<file path="config.mk">
export PLATFORM = sky130hd
export DESIGN_NAME = unary_binary_matmul
export DESIGN_NICKNAME = d
export VERILOG_FILES = /design/src/rtl/unary_binary_matmul.sv
export SDC_FILE = /design/constraint.sdc
export NUM_CORES = 1
export LEC_CHECK = 0
export CAP_MARGIN = 30
export CORE_MARGIN = 8
export CORE_UTILIZATION = 37
export CTS_CLUSTER_DIAMETER = 30
export DETAILED_ROUTE_END_ITERATION = 10
export PLACE_DENSITY = 0.58
export SLEW_MARGIN = 20
export SYNTH_ARGS = -nofsm -noshare
export SYNTH_HDL_FRONTEND = slang
export SYNTH_SLANG_ARGS = --single-unit
</file>
<file path="constraint.sdc">
create_clock -name clk -period 3.2 [get_ports clk]
set_clock_uncertainty 0.2 [all_clocks]
set_input_delay 0.64 -clock clk [delete_from_list [all_inputs] [get_ports clk]]
set_output_delay 0.64 -clock clk [all_outputs]
set_load 0.05 [all_outputs]
</file>
<file path="src/rtl/unary_binary_matmul.sv">
// Unary x binary matrix multiplier: A is consumed as time-coded unary
// pulses per column slot, B rows are added into per-row accumulators.
module unary_binary_matmul #(
  parameter int BIT_WIDTH  = 3,
  parameter int A_ROW      = 2,
  parameter int A_COL      = 2,
  parameter int B_COL      = 2,
  parameter int EARLY_TERM = 0,
  localparam int ACC_W     = 2 * BIT_WIDTH + A_COL
) (
  input  logic clk,
  input  logic reset,
  input  logic in_valid,
  output logic in_ready,
  input  logic [A_ROW-1:0][A_COL-1:0][BIT_WIDTH-1:0] A,
  input  logic [A_COL-1:0][B_COL-1:0][BIT_WIDTH-1:0] B,
  output logic out_valid,
  input  logic out_ready,
  output logic [A_ROW-1:0][B_COL-1:0][ACC_W-1:0] C,
  output logic busy
);

  localparam int KW = (A_COL > 1) ? $clog2(A_COL) : 1;
  localparam logic [BIT_WIDTH-1:0] S = '1;
  localparam logic [KW-1:0] K_LAST = KW'(A_COL - 1);

  typedef enum logic [1:0] {
    IDLE,
    RUN,
    DONE
  } state_t;

  typedef logic [A_ROW-1:0][A_COL-1:0][BIT_WIDTH-1:0] amat_t;
  typedef logic [A_COL-1:0][B_COL-1:0][BIT_WIDTH-1:0] bmat_t;
  typedef logic [A_ROW-1:0][B_COL-1:0][ACC_W-1:0] cmat_t;
  typedef logic [A_ROW-1:0][BIT_WIDTH-1:0] cnt_t;

  state_t state_q, state_d;
  amat_t a_q, a_d;
  bmat_t b_q, b_d;
  cmat_t acc_q, acc_d;
  cmat_t c_q, c_d;
  cnt_t cnt_q, cnt_d;
  logic [KW-1:0] k_q, k_d;
  logic [BIT_WIDTH-1:0] t_q, t_d;

  logic [BIT_WIDTH-1:0] slot_len;
  logic slot_end;
  logic [KW-1:0] k_nx;

  // Data-dependent slots stretch to the largest unary code in column k.
  always_comb begin
    slot_len = S;
    if (EARLY_TERM != 0) begin
      slot_len = BIT_WIDTH'(1);
      for (int i = 0; i < A_ROW; i++) begin
        if (a_q[i][k_q] > slot_len) slot_len = a_q[i][k_q];
      end
    end
  end

  assign slot_end = (t_q == slot_len - BIT_WIDTH'(1));
  assign k_nx = (k_q == K_LAST) ? k_q : k_q + KW'(1);

  always_comb begin
    state_d = state_q;
    a_d     = a_q;
    b_d     = b_q;
    acc_d   = acc_q;
    c_d     = c_q;
    cnt_d   = cnt_q;
    k_d     = k_q;
    t_d     = t_q;
    case (state_q)
      IDLE: begin
        if (in_valid) begin
          a_d   = A;
          b_d   = B;
          acc_d = '0;
          k_d   = '0;
          t_d   = '0;
          for (int i = 0; i < A_ROW; i++) begin
            cnt_d[i] = A[i][0];
          end
          state_d = RUN;
        end
      end
      RUN: begin
        for (int i = 0; i < A_ROW; i++) begin
          if (cnt_q[i] != '0) begin
            cnt_d[i] = cnt_q[i] - BIT_WIDTH'(1);
            for (int j = 0; j < B_COL; j++) begin
              acc_d[i][j] = acc_q[i][j]
                          + ACC_W'(b_q[k_q][j]);
            end
          end
        end
        if (slot_end) begin
          t_d = '0;
          if (k_q == K_LAST) begin
            c_d     = acc_d;
            state_d = DONE;
          end else begin
            k_d = k_nx;
            for (int i = 0; i < A_ROW; i++) begin
              cnt_d[i] = a_q[i][k_nx];
            end
          end
        end else begin
          t_d = t_q + BIT_WIDTH'(1);
        end
      end
      DONE: begin
        if (out_ready) state_d = IDLE;
      end
      default: state_d = IDLE;
    endcase
  end

  always_ff @(posedge clk or posedge reset) begin
    if (reset) begin
      state_q <= IDLE;
      a_q     <= '0;
      b_q     <= '0;
      acc_q   <= '0;
      c_q     <= '0;
      cnt_q   <= '0;
      k_q     <= '0;
      t_q     <= '0;
    end else begin
      state_q <= state_d;
      a_q     <= a_d;
      b_q     <= b_d;
      acc_q   <= acc_d;
      c_q     <= c_d;
      cnt_q   <= cnt_d;
      k_q     <= k_d;
      t_q     <= t_d;
    end
  end

  assign in_ready  = (state_q == IDLE);
  assign out_valid = (state_q == DONE);
  assign busy      = (state_q != IDLE);
  assign C         = c_q;

endmodule

</file>
==> impl_metrics.toml <==
[setup_path]
path_max_fanout = 12
critPathCaptureType = "output port"
cp_data_arrival_time_ns = 1.97
crit_buf_inv = 2
path_cells = "nand2b_1, inv_1, clkdlybuf4s50_1"
crit_type = "flip-flop to output port"
cp.required_ns = 2.36
critPathSlowestCell = "clkdlybuf4s50_1"
critPathTopFamily = "buffers and inverters"
startpoint_type = "flip-flop"
r2r_slack_ns = 0.52
max_stage_delay_ns = 0.80

[place]
pre_cts_slack_ns = 0.477
dpl.cell_count = 693
dpl.hpwl_mm = 8.08
gp_congestion = 0.826
io_buffer_count = 62

[finish]
fillers = 1233
area.growth.synth_to_final_pct = 22.9
n_antenna_cell = 0
seq_area_um2 = 2350
drive_above_1_share_pct = 8.07
nets = 578
fin_cells = 709
multi_input_area_um2 = 2330

[global_route]
grt_first_pass_wirelength_mm = 18.6
grt_usage_pct = 14.0
antenna_found_initial = 0
grt_max_degree = 95
grt_overflow = 0
first_global_vias = 3565

[clock_network]
tritoncts = "yes"
cts_made_buffers = 9
ctsHoldBuffers = 0
cts_max_level = 3
clk_pin_slew_ns = 0.06
clock_latency_ns = 0.35
cts_root_buf = "clkbuf_16"
cts_sinks = 94
cts_buffer_depth = 2
postCtsResizedCells = 0
postCtsSetupBuffers = 0

[power_and_ir_drop]
power_density_nw_per_um2 = 1160
leakage_nw = 2.56
ir_drop_mv = 0.675
power.total_mw = 7.01

[sta]
tightest_slew_ns = 0.780
relSlewSlack_pct = 48.0
finalMaxSlewViolations = 0
timing.final.ws_setup_ns = 0.393
post-route-period-util_pct = 87.7
setup_viol = 0
min_period_ns = 2.81
finalSetupTns_ns = 0
fmaxAchievable_mhz = 356
finalHoldViolations = 0
rsz0062_at_grt = "no"

[synth]
synth_cell_type_count = 51
avgSynthCellArea_um2 = 10.4
ys.flop_type = "dfrtp_1"
synthCells = 471
netlist_area_um2 = 4900
async_flop_share_pct = 100
synth_edf_count = 0
seq_area_frac_synth_pct = 48.0
yosysWarnings = 0
synth_seq_cells = 94
synth_nets = 521

[die]
die_h_um = 131
ioPinCount = 63
initial_utilization_pct = 37.4
die_x_um = 131
num_rows = 42
core_area_um2 = 13100
die_area_um2 = 17200

[routing]
via_count = 3598
drt_iter0_markers = 218
drc = 0
drt_first_pass_iters = 4
wirelength_mm = 11.3
antenna_left = 0
via_per_inst = 5.07
post_drt_wl_per_cell_um = 15.9

[worst_hold_path]
hold_path_class = "flip-flop to flip-flop"

[job]
maxCapViolCount = 0

[outcome]
status = "finished, final reports clean"
worst reg2reg max path: stages, from the launching register on:
cell and delay [ns]:
dfrtp_1 0.44, buf_4 0.20, mux2_2 0.41, ha_1 0.29, a211oi_1 0.54, or3_1 0.25
xnor2_1 0.16, o21ai_1 0.08
cells by family (layout without fill, tap and decap cells):
family	Yosys count	after routing	synth area share [%]
buffers and inverters	46	108	4.52
xor gates and xnor gates	26	26	4.65
AOI/OAI and AO/OA	129	129	16.5
DFF	94	94	48.0
adders and majority gates	22	22	6.23
muxes	34	34	7.56
and+or+nand+nor	120	120	12.5
state kept, by name, summed over array words and instances (netlist names):
| signal | count |
|---|---|
| cnt_q | 6 |
| C | 32 |
| b_q | 12 |
| acc_q | 32 |
| a_q | 6 |
| t_q | 3 |
| state_q | 2 |
| k_q | 1 |
final cells by class:
| type | count | share of cell area (%) |
|---|---|---|
| clock buffer | 13 | 4.65 |
| clock inverter | 3 | 0.665 |
| inverter | 20 | 1.31 |
| multi-input combinational | 331 | 38.7 |
| sequential | 94 | 39.1 |
| tap | 176 | 3.66 |
| timing repair buffer | 72 | 12.0 |
metrics by stage:
stage / util, % / area [um^2] / hold slack [ns]
after floorplan: - / 4900 / 0.252
after global placement: 43.6 / 5700 / 0.265
after detailed placement: 43.6 / 5700 / 0.268
after CTS: 46.0 / 6020 / 0.282
after global routing: 46.0 / 6020 / 0.302
final: 46.0 / 6020 / 0.280
cell usage in the layout, fill, tap and decap left out, types with 9 or more instances in the layout:
master	synthesis	final
xnor2_1	23	23
nand2_1	49	49
mux2i_1	10	10
clkdlybuf4s50_1	0	62
dfrtp_1	94	94
mux2_1	18	18
a21oi_1	28	28
a22o_1	17	17
ha_1	18	18
clkbuf_16	0	9
o21ai_1	40	40
inv_1	20	19
nor2_1	30	30
synth_stat cells, types with 3 or more instances:
cell type / number / area, um^2
a22o_1: 17 / 149
xor2_1: 3 / 26.3
a31oi_1: 5 / 31.3
o21ai_0: 7 / 35.0
nor3_1: 4 / 20.0
o22ai_1: 6 / 37.5
o21ai_1: 40 / 200
a21o_1: 3 / 22.5
xnor2_1: 23 / 201
buf_2: 15 / 75.1
a211oi_1: 7 / 52.6
nand3_1: 6 / 30.0
fa_1: 4 / 80.1
nand2_1: 49 / 184
ha_1: 18 / 225
mux2i_1: 10 / 100
inv_1: 20 / 75.1
o31ai_1: 4 / 30.0
nand2b_1: 8 / 50.1
or3_1: 3 / 18.8
a21oi_1: 28 / 140
clkbuf_1: 5 / 18.8
buf_4: 4 / 30.0
mux2_2: 6 / 67.6
a2bb2oi_1: 3 / 26.3
nor2_1: 30 / 113
mux2_1: 18 / 203
dfrtp_1: 94 / 2350
nor2b_1: 3 / 18.8
metal layers:
metal / up-vias / wire (um) / GRT usage (%)
li1: 1772 / - / -
met1: 1726 / 5340 / 18.3
met2: 83 / 5140 / 21.3
met3: 17 / 598 / 4.49
met4: 0 / 205 / 4.93
met5: - / 0 / 0
power by group:
group | internal, mW | switching [mW] | leakage, nW
registers | 1.69 | 0.385 | 1.21
logic | 1.57 | 2.22 | 1.18
clock network | 0.689 | 0.455 | 0.162
total | 3.95 | 3.06 | 2.56
worst paths after layout:
kind                            start         end  depth (start not counted)
setup / recovery           state_q[0]   out_valid                          3
hold / removal                  C[24]       C[24]                          2
setup reg to reg                  k_q       C[27]                          7
hold reg to reg                 C[24]       C[24]                          2
max in group asynchronous       reset  state_q[1]                          3
min in group asynchronous       reset       C[17]                          3
(Power assumes the default switching activity.)
==> edit, RTL diff (same flow settings) <==
The parameter `EARLY_TERM` goes from 0 to 1.
--- a/src/rtl/unary_binary_matmul.sv
+++ b/src/rtl/unary_binary_matmul.sv
@@ -5,7 +5,7 @@
   parameter int A_ROW      = 2,
   parameter int A_COL      = 2,
   parameter int B_COL      = 2,
-  parameter int EARLY_TERM = 0,
+  parameter int EARLY_TERM = 1,
   localparam int ACC_W     = 2 * BIT_WIDTH + A_COL
 ) (
   input  logic clk,
Behaviour: not the same (a bounded check fails within 4 cycles, from zero or initial values and one cycle with reset high).
==> edit against the original RTL <==
Wire length is 17% higher; critical path type is now reg2reg; register-to-register slack worse by 1.5 ns; utilization is 2.3 points higher; final area is 16% higher; count of clock-buffer cells in the layout is 2 lower; global-route usage is 0.66 points higher; sequential cell count is 6 higher; the run now ends with negative setup slack left; area after synthesis is 11% higher; die area is 9.4% higher; worst setup slack worse by 1.4 ns; critical path depth is 13 higher.
Power is not shown: default switching activity piles up to over one toggle a cycle in this logic, so the estimate is an artifact.
==> edit: results (changes against the original RTL) <==
metric;value;unit;change
wl_met1;6.114;mm;+15%
worst_path_largest_cell_delay;0.46;ns;-0.34 ns
cp_max_fo;18;;+6
layout-drive-gt1-share;20.92;%;+13 points
crit_arrival;4.22;ns;+2.25 ns
dr_wl_met3;549;um;-8.2%
finalSetupViolCount;44;;+44
synth_mux_area_share;12.89;%;+5.3 points
ys_seq_area_share;46.11;%;-1.9 points
syn_nets;586;;+12%
tns;-40.04;ns;-40.04 ns
ys.warnings.count;0;;unchanged
wl_per_cell;16.18;um;+1.8%
failed_checks;negative setup slack;;
grt_usage;14.67;%;+0.66 points
dr.first_iter.drc_count;268;;+23%
grt_first_pass_wirelength;21.52;mm;+16%
max_slew_margin;54.28;%;+6.3 points
ys_top_cells_by_count;124 x nand2_1, 100 x dfrtp_1, 45 x o21ai_0;;
grt_max_degree;84;;-12%
critPathTopFamily;simple AND/OR/NAND/NOR gates;;
grt_pass1_vias;4239;;+19%
synth-compound-area-share;11.11;%;-5.4 points
slowest_stage;dfrtp_2;;
synth.area.top_cells;dfrtp_1 46%, nand2_1 8.6%, mux2_4 8.0%;;
fin_ws;-0.9817;ns;-1.374 ns
gp_congestion;0.8130;;-1.6%
status;finished, violations left;;
place_hpwl;9.242;mm;+14%
synthDistinctLibCells;46;;-9.8%
viasPerCell;5.063;;-0.24%
fill_cells;1354;;+9.8%
yosys.area_share.adder;6.779;%;+0.55 points
synth-xor-area-share;4.681;%;+0.032 points
nNetsFinal;681;;+18%
wl_met2;6.296;mm;+23%
## edit: final timing paths
check / endpoint / cells past startpoint / slack [ns] / start
max in group asynchronous: k_q$_DFFE_PP0P_ / 3 / 1.60 / reset
min in group asynchronous: C[27]$_DFFE_PP0P_ / 2 / 0.44 / reset
worst max register to register: C[21]$_DFFE_PP0P_ / 16 / -0.98 / k_q$_DFFE_PP0P_
worst min register to register: b_q[1]$_DFFE_PP0P_ / 2 / 0.27 / b_q[1]$_DFFE_PP0P_
worst max-delay path: C[21]$_DFFE_PP0P_ / 16 / -0.98 / k_q$_DFFE_PP0P_
worst min-delay path: b_q[1]$_DFFE_PP0P_ / 2 / 0.27 / b_q[1]$_DFFE_PP0P_
## edit: repair_timing
item	CTS	global route
gates resized for setup	19	4
pin swaps	2	3
endpoints found under the setup margin	44	44
setup buffers	8	0
## edit: final cells by class
| class | count | area share [%] |
|---|---|---|
| multi-input cells | 391 | 40.87 |
| inverters | 13 | 0.7532 |
| clock inverters | 5 | 0.5022 |
| flip-flops and latches | 100 | 35.89 |
| repair buffers | 111 | 15.21 |
| clock buffers | 11 | 3.479 |
| well taps | 184 | 3.300 |
## edit: stage by stage
| stage | instance area (um2) | instances | setup slack (ns) |
|---|---|---|---|
| 2_1_floorplan | 5492 | 531 | -0.9726 |
| 3_3_place_gp | 6531 | 791 | -1.063 |
| 3_5_place_dp | 6531 | 791 | -1.248 |
| 4_1_cts | 6962 | 815 | -0.9363 |
| 5_1_grt | 6977 | 815 | -1.183 |
| 6_report | 6977 | 815 | -0.9817 |
## edit: layer usage
| layer | track usage [%] | vias up |
|---|---|---|
| li1 | - | 2019 |
| met1 | 18.49 | 2018 |
| met2 | 23.88 | 69 |
| met3 | 3.488 | 20 |
| met4 | 5.492 | 0 |
| met5 | 0 | - |
